`src/rtl/display_pkg.sv`:
```
// Shared page encoding and default timing constants for the front-panel display sequencer.
package display_pkg;

  typedef enum logic [1:0] {
    PRICE    = 2'd0,
    STATS    = 2'd1,
    SNAP     = 2'd2,
    PAGE_BAD = 2'd3
  } page_e;

  localparam int DEF_TICK_DIV      = 500000;
  localparam int DEF_ROTATE_TICKS  = 300;
  localparam int DEF_BLINK_TICKS   = 25;
  localparam int DEF_STRETCH_TICKS = 10;

  // The illegal code falls back to PRICE so a corrupted state recovers in one cycle.
  function automatic page_e next_page(input page_e p);
    case (p)
      PRICE:   return STATS;
      STATS:   return SNAP;
      default: return PRICE;
    endcase
  endfunction

endpackage

```
`src/rtl/display_sequencer_tick_gen.sv`:
```
// Free-running divider producing a one-cycle tick every TICK_DIV clocks.
module tick_gen
  import display_pkg::*;
#(
  parameter int TICK_DIV = DEF_TICK_DIV
) (
  input  logic clk,
  input  logic resetn,
  output logic tick
);

  localparam int CW = (TICK_DIV > 1) ? $clog2(TICK_DIV) : 1;
  localparam logic [CW-1:0] LAST = CW'(TICK_DIV - 1);

  logic [CW-1:0] cnt_q, cnt_d;

  // NOTE: every signal written in always_comb gets a value on all paths, so no latch is inferred.
  always_comb begin
    tick  = (cnt_q == LAST);
    cnt_d = tick ? '0 : cnt_q + CW'(1);
  end

  // NOTE: state registers use non-blocking assignments so all flops update together at the edge.
  always_ff @(posedge clk or negedge resetn) begin
    if (!resetn) cnt_q <= '0;
    else         cnt_q <= cnt_d;
  end

endmodule

```
`src/rtl/display_sequencer.sv`:
```
// Pages live engine values onto three HEX byte pairs, with halt blink and a stretched match LED.
// Optional auto-advance of the page is enabled by defining DISPLAY_SEQ_AUTOROTATE_EN.
module display_sequencer
  import display_pkg::*;
#(
  parameter int TICK_DIV      = DEF_TICK_DIV,
  parameter int ROTATE_TICKS  = DEF_ROTATE_TICKS,
  parameter int BLINK_TICKS   = DEF_BLINK_TICKS,
  parameter int STRETCH_TICKS = DEF_STRETCH_TICKS
) (
  input  logic       clk,
  input  logic       resetn,
  input  logic [7:0] buy_price,
  input  logic [7:0] sell_price,
  input  logic [7:0] spread_now,
  input  logic [7:0] trade_count,
  input  logic [1:0] state,
  input  logic       halt_signal,
  input  logic       match_signal,
  input  logic       next_key,
  output logic [7:0] disp_lo,
  output logic [7:0] disp_mid,
  output logic [7:0] disp_hi,
  output logic [2:0] blank,
  output logic [1:0] page,
  output logic       match_led
);

  localparam int BW = (BLINK_TICKS > 1) ? $clog2(BLINK_TICKS) : 1;
  localparam int SW = $clog2(STRETCH_TICKS + 1);
  localparam logic [BW-1:0] BLINK_LAST = BW'(BLINK_TICKS - 1);
  localparam logic [SW-1:0] STRETCH_LD = SW'(STRETCH_TICKS);

  logic tick;

  tick_gen #(.TICK_DIV(TICK_DIV)) u_tick_gen (
    .clk    (clk),
    .resetn (resetn),
    .tick   (tick)
  );

  // Two synchronizer stages plus one history stage for falling-edge detection.
  logic key_s1_q, key_s2_q, key_s3_q;
  logic next_pulse;

  always_ff @(posedge clk or negedge resetn) begin
    if (!resetn) begin
      key_s1_q <= 1'b1;
      key_s2_q <= 1'b1;
      key_s3_q <= 1'b1;
    end else begin
      key_s1_q <= next_key;
      key_s2_q <= key_s1_q;
      key_s3_q <= key_s2_q;
    end
  end

  assign next_pulse = key_s3_q & ~key_s2_q;

  logic rot_expire;

`ifdef DISPLAY_SEQ_AUTOROTATE_EN
  localparam int RW = (ROTATE_TICKS > 1) ? $clog2(ROTATE_TICKS) : 1;
  localparam logic [RW-1:0] ROT_LAST = RW'(ROTATE_TICKS - 1);

  logic [RW-1:0] rot_cnt_q, rot_cnt_d;

  // A press takes priority and clears the count, so a coincident expiry cannot add a second step.
  always_comb begin
    rot_expire = 1'b0;
    rot_cnt_d  = rot_cnt_q;
    if (next_pulse) begin
      rot_cnt_d = '0;
    end else if (tick) begin
      if (rot_cnt_q == ROT_LAST) begin
        rot_expire = 1'b1;
        rot_cnt_d  = '0;
      end else begin
        rot_cnt_d = rot_cnt_q + RW'(1);
      end
    end
  end

  always_ff @(posedge clk or negedge resetn) begin
    if (!resetn) rot_cnt_q <= '0;
    else         rot_cnt_q <= rot_cnt_d;
  end
`else
  assign rot_expire = 1'b0;
`endif

  page_e page_state_q, page_state_d;

  always_ff @(posedge clk or negedge resetn) begin
    if (!resetn) page_state_q <= PRICE;
    else         page_state_q <= page_state_d;
  end

  always_comb begin
    page_state_d = page_state_q;
    if (page_state_q == PAGE_BAD || next_pulse || rot_expire)
      page_state_d = next_page(page_state_q);
  end

  // Match snapshot, halt blink and LED stretch state.
  logic          match_prev_q;
  logic          match_rise;
  logic [7:0]    snap_buy_q, snap_buy_d;
  logic [7:0]    snap_sell_q, snap_sell_d;
  logic [7:0]    snap_tc_q, snap_tc_d;
  logic [BW-1:0] blink_cnt_q, blink_cnt_d;
  logic          blink_off_q, blink_off_d;
  logic [SW-1:0] str_cnt_q, str_cnt_d;

  assign match_rise = match_signal & ~match_prev_q;

  always_comb begin
    snap_buy_d  = snap_buy_q;
    snap_sell_d = snap_sell_q;
    snap_tc_d   = snap_tc_q;
    blink_cnt_d = blink_cnt_q;
    blink_off_d = blink_off_q;
    str_cnt_d   = str_cnt_q;

    if (match_rise) begin
      snap_buy_d  = buy_price;
      snap_sell_d = sell_price;
      snap_tc_d   = trade_count;
    end

    if (!halt_signal) begin
      blink_cnt_d = '0;
      blink_off_d = 1'b0;
    end else if (tick) begin
      if (blink_cnt_q == BLINK_LAST) begin
        blink_cnt_d = '0;
        blink_off_d = ~blink_off_q;
      end else begin
        blink_cnt_d = blink_cnt_q + BW'(1);
      end
    end

    if (match_rise)                     str_cnt_d = STRETCH_LD;
    else if (tick && str_cnt_q != '0)   str_cnt_d = str_cnt_q - SW'(1);
  end

  always_ff @(posedge clk or negedge resetn) begin
    if (!resetn) begin
      match_prev_q <= 1'b0;
      snap_buy_q   <= '0;
      snap_sell_q  <= '0;
      snap_tc_q    <= '0;
      blink_cnt_q  <= '0;
      blink_off_q  <= 1'b0;
      str_cnt_q    <= '0;
    end else begin
      match_prev_q <= match_signal;
      snap_buy_q   <= snap_buy_d;
      snap_sell_q  <= snap_sell_d;
      snap_tc_q    <= snap_tc_d;
      blink_cnt_q  <= blink_cnt_d;
      blink_off_q  <= blink_off_d;
      str_cnt_q    <= str_cnt_d;
    end
  end

  logic [7:0] disp_lo_q, disp_lo_d;
  logic [7:0] disp_mid_q, disp_mid_d;
  logic [7:0] disp_hi_q, disp_hi_d;
  logic [2:0] blank_q, blank_d;
  logic [1:0] page_q, page_d;
  logic       match_led_q, match_led_d;

  always_comb begin
    disp_lo_d  = '0;
    disp_mid_d = '0;
    disp_hi_d  = '0;
    case (page_state_q)
      PRICE: begin
        disp_lo_d  = buy_price;
        disp_mid_d = sell_price;
        disp_hi_d  = spread_now;
      end
      STATS: begin
        disp_lo_d  = trade_count;
        disp_mid_d = {6'b0, state};
        disp_hi_d  = {7'b0, halt_signal};
      end
      SNAP: begin
        disp_lo_d  = snap_buy_q;
        disp_mid_d = snap_sell_q;
        disp_hi_d  = snap_tc_q;
      end
      default: ;
    endcase
    page_d      = page_state_q;
    blank_d     = (halt_signal && blink_off_q) ? 3'b111 : 3'b000;
    match_led_d = (str_cnt_d != '0);
  end

  always_ff @(posedge clk or negedge resetn) begin
    if (!resetn) begin
      disp_lo_q   <= '0;
      disp_mid_q  <= '0;
      disp_hi_q   <= '0;
      blank_q     <= '0;
      page_q      <= PRICE;
      match_led_q <= 1'b0;
    end else begin
      disp_lo_q   <= disp_lo_d;
      disp_mid_q  <= disp_mid_d;
      disp_hi_q   <= disp_hi_d;
      blank_q     <= blank_d;
      page_q      <= page_d;
      match_led_q <= match_led_d;
    end
  end

  assign disp_lo   = disp_lo_q;
  assign disp_mid  = disp_mid_q;
  assign disp_hi   = disp_hi_q;
  assign blank     = blank_q;
  assign page      = page_q;
  assign match_led = match_led_q;

endmodule

```
`config.mk`:
```
export PLATFORM = sky130hd
export DESIGN_NAME = display_sequencer
export DESIGN_NICKNAME = d
export VERILOG_FILES = /design/src/rtl/display_pkg.sv /design/src/rtl/display_sequencer_tick_gen.sv /design/src/rtl/display_sequencer.sv
export SDC_FILE = /design/constraint.sdc
export NUM_CORES = 1
export LEC_CHECK = 0
export CAP_MARGIN = 20
export CORE_ASPECT_RATIO = 0.7
export CORE_UTILIZATION = 56
export CTS_CLUSTER_DIAMETER = 100
export DETAILED_ROUTE_END_ITERATION = 10
export PLACE_DENSITY = 0.84
export RECOVER_POWER = 100
export SLEW_MARGIN = 10
export SYNTH_ARGS = -nofsm -noshare
export SYNTH_HDL_FRONTEND = slang
export SYNTH_SLANG_ARGS = --single-unit
```
`constraint.sdc`:
```
create_clock -name clk -period 3.14 [get_ports clk]
set_input_delay 0.628 -clock clk [delete_from_list [all_inputs] [get_ports clk]]
set_output_delay 0.628 -clock clk [all_outputs]
set_load 0.02 [all_outputs]
```
; ---- Word-level counts from Yosys, hierarchy flattened
; Cells that the tools add are included.
[classes]
n_shift = 0
n_mux = 14
addsub = 3
div_mod_pow = 0
reduce_logical = 7
order_cmp = 0
eq_ne = 7
multipliers = 0
bitwise = 5
[op_table]
columns = operator, n
row1 = case mux 8 bit (3 select lines), 3
row2 = adder 19 x 1 -> 19 bit (second input constant), 1
row3 = equality test 19 bit (second input constant), 1
row4 = 2-to-1 mux 19 bit, 1
row5 = 2-to-1 mux 5 bit, 3
row6 = 2-to-1 mux 4 bit, 2
row7 = nonzero test 4 bit, 2
row8 = adder 5 x 1 -> 5 bit (second input constant), 1
row9 = equality test 5 bit (second input constant), 1
row10 = equality test 2 bit (second input constant), 2
row11 = inequality test 2 x 1 -> 1 bit (second input constant), 2
row12 = case mux 2 bit (2 select lines), 1
row13 = subtractor 4 x 1 -> 4 bit (second input constant), 1
row14 = 2-to-1 mux 1 bit, 3
row15 = 2-to-1 mux 3 bit, 1
row16 = NOT 1 bit, 3
row17 = bitwise AND 1 bit, 2
row18 = equality test 2 x 1 -> 1 bit (second input constant), 1
row19 = logical AND 1 bit, 2
row20 = logical NOT 2 bit, 1
row21 = AND reduction 2 bit, 1
row22 = logical OR 1 bit, 1
[totals]
latchBits = 0
ram_bits = 0
romBits = 0
wordCells = 54
mem_count = 0
out_inout_bits = 30
reg_bits = 89
inputBits = 39

; ---- Logic depth before layout (Yosys ltp)
; Gate-level depths: netlist of the first run.
[depth]
ltp_word = 5
depth_mapped = 7
ltp_nobuf = 7

; ---- Hierarchy
; A second synthesis of the first run with hierarchy kept.
[hier_totals]
cells_unflattened = 359
area_unflattened_um2 = 3752.3
[modules_own_cells]
columns = mod, area_each_um2, cells_each, instances
row1 = display_sequencer, 2835.2, 274, 1
row2 = tick_gen, 917.1, 85, 1

; ---- Least setup slack after synthesis of the first run
; Ideal clock, no wire load.
[synth_timing]
path_kind = register to register
from = register u_tick_gen.cnt_q[0]
to = register str_cnt_q[3]
slack_ns = 1.363
required_time_ns = 2.992
period_less_slack_ns = 1.777
t_arrival_ns = 1.630
stages_incl_launch_ff = 8
path_cell_list = dfrtp_1 > ha_1 > and4_2 > nand2_1 > or2_1 > buf_2 > o41ai_2 > o311ai_1
[synth_via]
elab_chain_cells = 4
[synth_rtl]
columns = item, line
row1 = from (decl), display_sequencer_tick_gen.sv:15  ; logic [CW-1:0] cnt_q, cnt_d;
row2 = from (signal assigned), display_sequencer_tick_gen.sv:26  ; else cnt_q <= cnt_d;
row3 = equality test 19 bit, display_sequencer_tick_gen.sv:19  ; tick = (cnt_q == LAST);
row4 = logical AND 1 bit, display_sequencer.sv:144  ; else if (tick && str_cnt_q != '0) str_cnt_d = str_cnt_q - SW'(1);
row5 = 2-to-1 mux 4 bit, display_sequencer.sv:144
row6 = 2-to-1 mux 4 bit, display_sequencer.sv:143  ; if (match_rise) str_cnt_d = STRETCH_LD;
row7 = via str_cnt_d[3], display_sequencer.sv:113  ; logic [SW-1:0] str_cnt_q, str_cnt_d;
row8 = to (signal assigned), display_sequencer.sv:163  ; str_cnt_q <= str_cnt_d;
row9 = to (decl), display_sequencer.sv:113
; The timed path passes the listed nets, and every way through them passes these cells.
; A chain may end at the register's enable or synchronous reset.

; ---- Worst setup path in the final report of the first run
[layout_timing]
from = input port match_signal
to = register snap_sell_q[4]
[layout_via]
elab_chain_cells = 1
[layout_rtl]
columns = item, line
row1 = from (decl), display_sequencer.sv:19  ; input logic match_signal,
row2 = bitwise AND 1 bit, display_sequencer.sv:115  ; assign match_rise = match_signal & ~match_prev_q;
row3 = to (signal assigned), display_sequencer.sv:159  ; snap_sell_q <= snap_sell_d;
row4 = to (decl), display_sequencer.sv:109  ; logic [7:0] snap_sell_q, snap_sell_d;
; No other way between the ends.

==> summary.md, run 1 <==
| Metric | Value |
|---|---|
| DR pass1 iterations | 5 |
| Synth unique cells | 42 |
| Total CTS buffers | 9 |
| Syn_nets | between 400 and 500 |
| GRT Residual Overflow | 0 |
| Die footprint | 6990 sq um |
| Post-route minimum period | 2.33 ns |
| Simple-Gate Fraction of Synth Area | 20.9% |
| Final Max Tran Viols | 28 |
| Flop-to-flop setup slack | 0.92 ns |
| Largest net degree at the start of global routing | 88 |
| Power density cells | approximately 650 nW/um^2 |
| Tightest Hold Check Type | flip-flop to flip-flop |
| Yosys synthesis warning count | 0 |
| Critical path class | primary input to flip-flop |
| Register-to-Register Path Depth | 6 |
| Slowest stage cell, crit path | clkbuf_1 |
| Async set or reset register ratio after synthesis | 100% |
| Residual DRC | 0 |
| Final ANT Viol Nets | 0 |
| Drt wl/cell | approximately 15 microns |
| Top Ports | 69 |
| Synth Area in XOR/XNOR | ~4% |
| Die X | 99.5 microns |
| Maxcap violations | 1 |
| Worst Tran Pin Value | roughly 1.6 ns |
| Clock sinks | 87 |
| Row cnt | 24 |
| Failing checks | max-capacitance violations, max-slew violations |
| CP Cell Sequence | dlygate4sd3_1, nor2b_1, clkbuf_1, nand2_1, nand2_1 |
| Area Growth Syn to Fin | 25.4% |
| Top routing layer in use | met4 |
| I/O Buffers | 68 |
| Synth Register Bits | 87 |
| Cell Int Power | 2070 uW |
| Number of hold buffers added after cts | 0 |
| Maximum clock path buffer count | 2 |
| Main combinational cell family by area after synthesis | simple AND/OR/NAND/NOR gates |
| GRT Overall Usage | between 20% and 30% |
| Fmax | 428 MHz |
| Static leakage | 0.00212 uW |
| Switching part of the total | between 30% and 40% |
| Slew headroom | -5.44% |
| Register share of total power | between 40 and 50% |
| Sequential area share after synthesis | between 50% and 60% |
| Status | complete, but fails checks |
| RR Endpoint | match_led |
| Worst stage delay on the critical path | 0.97 ns |
| Antenna cells | 0 |
| Logic gate share of total power | 28.7% |
| Clk pin slew, worst setup/hold paths | ~0.08 ns |
| Clk_lat worst skew | 0.36 ns |
| Final wirelength | 8190 microns |
| Metal2 WL | 3950 microns |
| WHS Path Cells | 0 |
| Clock Power Share | 26.1% |
| Final core utilization | between 70% and 80% |
| Area after DPL | ~4500 sq um |
| Commonest non-fill, non-tap cells in the layout | nand2_1 (103), dfrtp_1 (84), clkdlybuf4s50_1 (34) |
| Vias/cell | 5.34 |
| DP HPWL | 5440 microns |
| Post-synthesis cell area | 3730 sq um |
| Setup-failing EPs final | 0 |
| CP arrival | 2.64 ns |
| Pre-CTS setup slack | between 1 and 1.5 ns |
| Drt initial violations | 241 |
| Setup_tns | 0 ns |
| Fin. Hold Viols | 0 |
| Gate Count Post-Synth | 367 |
| Clock Skew | 0.00806 ns |
| CTS Root Cell | clkbuf_8 |
| Primary FF master, synth | dfrtp_1 |
| Area contributors post-synth | dfrtp_1 (56%), nand2_1 (10%), mux2i_1 (6.4%) |
| Cell taking the most area after synthesis | dfrtp_1 |
| Setup crit end kind | flip-flop |
| Post-synth EDFFs | 0 |
| Top cell type's share of synthesized area | 56.4% |
| Max Fanout on Critical Path | 26 |
| Worst VDD drop | 539 uV |
| Routed wl met3 | approximately 370 microns |
| CP Launch Point | match_signal |
| Most common cell on crit path | nand2_1 |
| DIE HEIGHT | around 70 microns |
| Hold Crit Endpoint | key_s2_q |
| Tcrit/Tclk final | 74.4% |
| Vias | between 2k and 3k |
| Wl on met1 | about 3700 microns |
| First-pass GRT wire length | 13300 microns |
| RR Startpoint | u_tick_gen.cnt_q[0] |
| Initial Util | between 50 and 60% |
| Post-Syn Area per Cell | 10.2 sq um |
| Post-layout nets | 477 |
| RePlAce Congestion | 0.873 |
| Min-delay src | key_s1_q |
| Commonest non-fill, non-tap cell in the layout | nand2_1 |
| CTS tree | built |
| Vias in the first global route | ~2.7k |
| CTS resizes | 0 |
| Finished Cell Area | 4670 sq um |
| H-tree Lvls | 3 |
| Switching power | 951 uW |
| Required time of the worst setup path | 3.44 ns |
| Compound-gate portion of the synthesized area | 5.61% |
| Setup Buffers After CTS | 0 |
| Worst Setup Start Kind | primary input |
| RSZ-0062 raised after global routing | false |
| Final worst slack | 0.805 ns |
| Multiplexer share of the synthesized area | 6.75% |
| Initial antenna violation count | 0 |
| Post-synthesis adder-cell area fraction | between 1 and 1.5% |
| Ratio of cells with drive above 1 in the final layout | 5.47% |
| Core area | 6340 sq um |
[power by group through the flow]
| stage | Combinational, uW | Sequential (uW) | Clock, uW |
|---|---|---|---|
| after floorplan | 299 | 1560 | 0 |
| after CTS | 917 | 1370 | 801 |
| after detailed placement | 913 | 1390 | 0 |
| after global placement | 895 | 1390 | 0 |
| final | 865 | 1360 | 787 |
| after global routing | 921 | 1380 | 844 |
[layer usage]
| layer | up-vias | GRT usage [%] |
|---|---|---|
| li1 | 1350 | - |
| met1 | 1377 | 34.6 |
| met2 | 85 | 39.8 |
| met3 | 16 | 7.51 |
| met4 | 0 | 7.68 |
| met5 | - | 0 |
[synthesized netlist by cell type (all sizes together), types with 2 or more instances]
cell type  instances
clkbuf            12
inv                7
xor2               7
and2               2
a21boi             2
dfrtp             84
nand3             11
ha                 4
o22ai              2
dfstp              3
nand2            103
or4                2
nand4              8
nor4               2
a21oi              5
buf                6
mux2i             24
or3                2
nor2              31
xnor2             10
nor2b              4
o21ai             18
nand4b             2
[cell type report]
| class | instances | area [sq um] |
|---|---|---|
| inverters | 7 | 26.3 |
| well taps | 91 | 114 |
| fillers | 454 | 1660 |
| clock inverters | 4 | 55.1 |
| clock buffers | 12 | 145 |
| flip-flops and latches | 87 | 2180 |
| multi-input cells | 255 | 1420 |
| repair buffers | 74 | 728 |
[stage by stage]
stage | instances | hold WS (ns) | total power [uW]
final | 530 | 0.363 | 3020
after global routing | 530 | 0.372 | 3150
after CTS | 529 | 0.365 | 3090
after detailed placement | 513 | 0.353 | 2310
after global placement | 513 | 0.347 | 2280
after floorplan | 367 | 0.332 | 1860
[flip-flops by register name (all words and copies together) (netlist names)]
name              flops
u_tick_gen.cnt_q     19
disp_hi               8
disp_lo               8
disp_mid              8
snap_buy_q            8
snap_sell_q           8
snap_tc_q             8
blink_cnt_q           5
str_cnt_q             4
page                  2
page_d                2
blank                 1
blink_off_q           1
key_s1_q              1
key_s2_q              1
key_s3_q              1
match_led             1
match_prev_q          1
[cells by family after synthesis]
family                     count (synthesis)
xor gates and xnor gates                  17
muxes                                     25
AOI/OAI and AO/OA                         33
buffers and inverters                     25
DFF                                       87
adders and majority gates                  4
and+or+nand+nor                          176
[critical path: cells and delay by family]
kind          cells  cell delay, ns
buf+inv           2            1.55
simple gates      3            0.45
[how the worst max path moves through the flow]
| stage | to | slack (ns) | cells past startpoint |
|---|---|---|---|
| after floorplan | str_cnt_q[3] | 1.36 | 7 |
| after global placement | match_led | 1.10 | 4 |
| after detailed placement | match_led | 1.07 | 4 |
| after CTS | match_led | 0.96 | 6 |
| after global routing | snap_sell_q[5] | 0.71 | 5 |
| final | snap_sell_q[4] | 0.81 | 5 |
No activity file was read; power rests on OpenSTA's default activity.
==> inputs of run 2 (changes only) <==
Settings changed: CORE_UTILIZATION 56 to 52, PLACE_DENSITY 0.84 to 0.79.
Clock period 3.14 ns to 2.3 ns, I/O delays scaled along.
==> run 2 against run 1 <==
  * The flow still finishes with violations (max-capacitance violations, max-slew violations)
  * Flip-flop and latch count did not move
  * Register-to-register slack worse by 0.70 ns
  * Sequential power is 40% higher
  * Via count decreased by 0.14%
  * Clock power grew 41%
  * Die area grew 7.5%
  * Core utilization decreased by 5.2 points
  * Hold slack about the same
  * Setup slack worse by 0.59 ns
  * Power increased by 38%
  * Final cell count increased by 0.94%
  * Critical endpoint is now disp_mid[0]
==> summary.md, run 2 (same netlist as run 1, synthesis figures left out) <==
| Metric | Value |
|---|---|
| Initial antenna violation count | 0 (unchanged) |
| Largest Register | u_tick_gen.cnt_q |
| Power density cells | 884 nW/um^2 (+37%) |
| Die footprint | 7510 sq um (+7.5%) |
| Routed wl met3 | 369 microns (-1.3%) |
| Initial Util | 54.4% (-4.4 points) |
| Largest net degree at the start of global routing | 54 (-39%) |
| DIE HEIGHT | 72.8 microns (+3.7%) |
| Vias | 2824 (-0.14%) |
| Max Fanout on Critical Path | 18 (-31%) |
| Slew headroom | -19.7% (-14 points) |
| Flop-to-flop setup slack | 0.22 ns (-0.70 ns) |
| Worst VDD drop | 525 uV (-2.6%) |
| First-pass GRT wire length | 13600 microns (+2.5%) |
| Final worst slack | 0.219 ns (-0.586 ns) |
| CTS tree | built |
| GRT Residual Overflow | 0 (unchanged) |
| Failing checks | max-capacitance violations, max-slew violations |
| H-tree Lvls | 3 (unchanged) |
| GRT Overall Usage | 24.6% (-0.83 points) |
| Metal2 WL | 3870 microns (-1.8%) |
| Commonest non-fill, non-tap cells in the layout | nand2_1 (103), dfrtp_1 (84), clkdlybuf4s50_1 (35) |
| Setup Buffers After CTS | 0 (unchanged) |
| Worst Setup Start Kind | flip-flop |
| I/O Buffers | 68 (unchanged) |
| Drt initial violations | 118 (-51%) |
| Top Ports | 69 (unchanged) |
| Row cnt | 25 (+4.2%) |
| Maximum clock path buffer count | 2 (unchanged) |
| CP Cell Sequence | clkbuf_1, mux2i_1, o21ai_0 |
| Worst path buffer plus inverter count | 1 (-1) |
| Switching part of the total | 31.4% (-0.18 points) |
| Fmax | between 400 and 500 MHz |
| Required time of the worst setup path | 2.48 ns (-0.96 ns) |
| Clk pin slew, worst setup/hold paths | 0.09 ns (about the same) |
| Total CTS buffers | 9 (unchanged) |
| Post-route minimum period | 2.08 ns |
| Setup_tns | 0 ns (unchanged) |
| Register-to-Register Path Depth | 3 (-3) |
| Final Max Tran Viols | 36 (+29%) |
| Cell Int Power | 2850 uW (+38%) |
| Antenna cells | 0 (unchanged) |
| Final wirelength | 8190 microns (about the same) |
| Residual DRC | 0 (unchanged) |
| Clock Skew | 0.0102 ns (+0.00216 ns) |
| CP arrival | 2.26 ns (-0.38 ns) |
| Register share of total power | 46.1% (+0.9 points) |
| Wl on met1 | 3810 microns (+2.4%) |
| Commonest non-fill, non-tap cell in the layout | nand2_1 |
| DP HPWL | 5800 microns (+6.6%) |
| DR pass1 iterations | 4 (-1) |
| Slowest stage cell, crit path | clkbuf_1 |
| Max FFs per register | 19 (unchanged) |
| Static leakage | 0.00213 uW (+0.58%) |
| Tcrit/Tclk final | 90.5% |
| Critical path class | flip-flop to flip-flop |
| Crit path depth | 3 (-2) |
| Vias/cell | 5.28 (-1.1%) |
| CTS Root Cell | clkbuf_8 |
| Switching power | 1300 uW (+37%) |
| CTS resizes | 0 (unchanged) |
| Status | complete, but fails checks |
| Core area | 6850 sq um (+8.1%) |
| Worst Tran Pin Value | 1.80 ns (+0.214 ns) |
| Tightest Hold Check Type | flip-flop to flip-flop |
| Top routing layer in use | met4 |
| Final ANT Viol Nets | 0 (unchanged) |
| Post-layout nets | 479 (+0.42%) |
| Vias in the first global route | 2832 (+4.1%) |
| Ratio of cells with drive above 1 in the final layout | 6.12% (+0.66 points) |
| Crit path max-delay family | buffers and inverters |
| Maxcap violations | 1 (unchanged) |
| Clk_lat worst skew | 0.35 ns (about the same) |
| Number of hold buffers added after cts | 0 (unchanged) |
| Logic gate share of total power | 27.1% (-1.6 points) |
| Setup crit end kind | flip-flop |
| RSZ-0062 raised after global routing | false |
| Die X | 103 microns (+3.7%) |
| Drt wl/cell | 15.3 microns (-0.89%) |
| RePlAce Congestion | 0.812 (-7.0%) |
| Clock Power Share | 26.8% (+0.7 points) |
| Fin. Hold Viols | 0 (unchanged) |
| Worst stage delay on the critical path | 0.88 ns (-0.09 ns) |
| Setup-failing EPs final | 0 (unchanged) |
| WHS Path Cells | 0 (unchanged) |
| Clock sinks | 87 (unchanged) |
| Area Growth Syn to Fin | 26.0% |
| Pre-CTS setup slack | 0.276 ns (-0.797 ns) |
==> run 2: cell type report <==
type                            count  area, sq um
Tap cell                           94          118
Sequential cell                    87         2180
Fill cell                         501         2150
Clock inverter                      5         63.8
Clock buffer                       11          151
Inverter                            7         26.3
Multi-Input combinational cell    255         1420
Timing Repair Buffer               76          733
==> run 2: path summary, 6_finish.rpt <==
| path | startpoint | end |
|---|---|---|
| setup / recovery | page_d[0] | disp_mid[0] |
| hold / removal | key_s1_q | key_s2_q |
| setup reg to reg | page_d[0] | disp_mid[0] |
| hold reg to reg | key_s1_q | key_s2_q |
| max in group asynchronous | resetn | match_led |
| min in group asynchronous | resetn | snap_tc_q[7] |
==> run 2: routing by layer <==
metal	global-route usage (%)	up-vias
met5	0	-
met4	8.14	0
met3	8.14	12
met2	38.8	73
met1	32.2	1381
li1	-	1358
==> run 2: through the flow <==
step | area [sq um] | hold WS (ns) | std cells | utilization, % | power [uW]
2_1_floorplan | 3730 | 0.164 | 367 | - | 2540
3_3_place_gp | 4540 | 0.347 | 519 | 66.3 | 3160
3_5_place_dp | 4540 | 0.349 | 519 | 66.3 | 3190
4_1_cts | 4760 | 0.0490 | 535 | 69.4 | 4300
5_1_grt | 4700 | 0.367 | 535 | 68.5 | 4360
6_report | 4700 | 0.363 | 535 | 68.5 | 4150
==> run 2: power groups by stage <==
stage	registers [uW]	logic [uW]	clock network, uW
detailed placement	1950	1240	0
CTS	1920	1240	1130
global route	1940	1220	1190
floorplan	2140	409	0
global placement	1950	1210	0
finish	1910	1130	1110
==> inputs of run 3 (changes only) <==
--- a/config.mk
+++ b/config.mk
@@ -8,8 +8,8 @@
 export CAP_MARGIN = 20
 export CORE_ASPECT_RATIO = 0.7
-export CORE_UTILIZATION = 52
+export CORE_UTILIZATION = 47
 export CTS_CLUSTER_DIAMETER = 100
 export DETAILED_ROUTE_END_ITERATION = 10
-export PLACE_DENSITY = 0.79
+export PLACE_DENSITY = 0.75
 export RECOVER_POWER = 100
 export SLEW_MARGIN = 10
==> constraint.sdc (replaced) <==
create_clock -name clk -period 1.9 [get_ports clk]
set_input_delay 0.475 -clock clk [delete_from_list [all_inputs] [get_ports clk]]
set_output_delay 0.475 -clock clk [all_outputs]
set_load 0.02 [all_outputs]
==> run 3 against run 2 <==
  * The flow now finishes without violations
  * Combinational power increased by 35%
  * Die area is 10% higher
  * Flip-flop and latch count stayed put
  * Core utilization decreased by 2.8 points
  * Critical endpoint is now blink_off_q
  * Highest routed layer unchanged
==> summary.md, run 3 (same netlist as run 1, synthesis figures left out) <==
| Metric | Value |
|---|---|
| Status | completed |
| Slowest stage cell, crit path | dfrtp_1 |
| Largest Register | u_tick_gen.cnt_q |
| Die X | 108 microns (+5.1%) |
| Maximum clock path buffer count | 2 (unchanged) |
| Clock Skew | 0.00402 ns (-0.00619 ns) |
| CTS resizes | 0 (unchanged) |
| Row cnt | 26 (+4.0%) |
| Fmax | 535 MHz (+11%) |
| Clk_lat worst skew | 0.34 ns (about the same) |
| CP arrival | 2.14 ns (-0.12 ns) |
| Ratio of cells with drive above 1 in the final layout | 10.3% (+4.2 points) |
| Final ANT Viol Nets | 0 (unchanged) |
| Commonest non-fill, non-tap cells in the layout | nand2_1 (103), dfrtp_1 (84), clkdlybuf4s50_1 (65) |
| Clk pin slew, worst setup/hold paths | 0.06 ns (-0.03 ns) |
| Top Ports | 69 (unchanged) |
| Static leakage | 0.00220 uW (+3.3%) |
| Tightest Hold Check Type | primary input to asynchronous set/reset pin |
| Total CTS buffers | 9 (unchanged) |
| Slew headroom | 41.5% (+61 points) |
| Post-route minimum period | 1.87 ns (-0.213 ns) |
| Max FFs per register | 19 (unchanged) |
| RSZ-0062 raised after global routing | true |
| Register-to-Register Path Depth | 5 (+2) |
| GRT Overall Usage | 22.2% (-2.4 points) |
| Finished Cell Area | 4920 sq um (+4.7%) |
| RePlAce Congestion | 0.784 (-3.4%) |
| Worst path buffer plus inverter count | 0 (-1) |
| Setup Buffers After CTS | 0 (unchanged) |
| CTS Root Cell | clkbuf_16 |
| Core area | 7480 sq um (+9.2%) |
| Vias in the first global route | 2815 (-0.60%) |
| CTS tree | built |
| Power density cells | 1130 nW/um^2 (+28%) |
| Clock sinks | 87 (unchanged) |
| Setup_tns | 0 ns (unchanged) |
| I/O Buffers | 68 (unchanged) |
| Initial Util | 49.8% (-4.6 points) |
| Hold WS | 0.243 ns (-0.119 ns) |
| Antenna cells | 0 (unchanged) |
| Final Max Tran Viols | 0 (-100%) |
| Worst Setup Start Kind | flip-flop |
| DR pass1 iterations | 5 (+1) |
| Vias | 2824 (unchanged) |
| Area Growth Syn to Fin | 31.9% |
| GRT Residual Overflow | 0 (unchanged) |
| Commonest non-fill, non-tap cell in the layout | nand2_1 |
| Worst stage delay on the critical path | 0.41 ns (-0.47 ns) |
| Final wirelength | 8400 microns (+2.5%) |
| Fin. Hold Viols | 0 (unchanged) |
| Vias/cell | 5.10 (-3.4%) |
| DP HPWL | 5900 microns (+1.6%) |
| Maxcap violations | 0 (-1) |
| Tcrit/Tclk final | 98.3% (+7.9 points) |
| Residual DRC | 0 (unchanged) |
| CP Cell Sequence | nor4_1, nand4_1, or2_4, or3_1, a21boi_1 |
| Post-layout nets | 494 (+3.1%) |
| H-tree Lvls | 3 (unchanged) |
| Total chip power | 5550 uW (+34%) |
| Setup crit end kind | flip-flop |
| First-pass GRT wire length | 13800 microns (+1.1%) |
| Die footprint | 8290 sq um (+10%) |
| Worst VDD drop | 843 uV (+61%) |
| Largest net degree at the start of global routing | 38 (-30%) |
| Area after DPL | 4630 sq um (+2.0%) |
| Drt wl/cell | 15.2 microns (-1.0%) |
| Required time of the worst setup path | 2.17 ns (-0.31 ns) |
| Setup-failing EPs final | 0 (unchanged) |
| Number of hold buffers added after cts | 0 (unchanged) |
| Crit path max-delay family | simple AND/OR/NAND/NOR gates |
| Critical path class | flip-flop to flip-flop |
| Crit path depth | 5 (+2) |
| Max Fanout on Critical Path | 5 (-13) |
| DIE HEIGHT | 76.5 microns (+5.0%) |
| Worst Tran Pin Value | 0.878 ns (-0.918 ns) |
| Initial antenna violation count | 0 (unchanged) |
| Drt initial violations | 118 (unchanged) |
-- run 3: cell count changes in the layout (fill, tap and decap cells not counted), moves of 2 or more --
cell	change
buf_4	+16
clkbuf_16	+9
clkbuf_8	-10
clkdlybuf4s50_1	+30
clkinv_4	-2
clkinvlp_4	+2
dlygate4sd3_1	-30
-- run 3: power breakdown --
part           switching [uW]  total (uW)  internal (uW)
sequential                114        2280           2160
clock                     703        1750           1050
combinational             815        1520            702
-- run 3: layout make-up --
cell class	instances	area [sq um]
Inverter	7	26.3
Clock inverter	5	57.6
Tap cell	98	123
Clock buffer	11	243
Sequential cell	87	2180
Multi-Input combinational cell	255	1460
Timing Repair Buffer	91	827
Fill cell	626	2570
-- run 3: metal layers --
layer	wire, microns	global-route usage, %
met4	78	5.00
met2	3820	32.4
met1	4190	32.2
met3	304	7.19
met5	0	0
-- run 3: worst reg2reg max path, delay by kind of cell, from the launching register on --
family | cells | cell delay (ns)
compound gates | 1 | 0.15
flops | 1 | 0.41
simple gates | 4 | 1.24
-- run 3: final timing paths --
| path | startpoint | to | slack (ns) |
|---|---|---|---|
| hold reg to reg | key_s1_q | key_s2_q | 0.36 |
| setup / recovery | u_tick_gen.cnt_q[9] | blink_off_q | 0.03 |
| hold / removal | resetn | disp_lo[1] | 0.24 |
| setup reg to reg | u_tick_gen.cnt_q[9] | blink_off_q | 0.03 |
| max in group asynchronous | resetn | u_tick_gen.cnt_q[16] | 0.54 |
| min in group clk | key_s1_q | key_s2_q | 0.36 |
-- run 3: through the flow --
step | setup WS, ns | util (%) | cells
after floorplan | 0.123 | - | 367
after detailed placement | -0.0219 | 61.9 | 538
after CTS | 0.0149 | 66.0 | 554
after global routing | -0.0551 | 65.7 | 554
after global placement | 0.0113 | 61.9 | 538
final | 0.0314 | 65.7 | 554
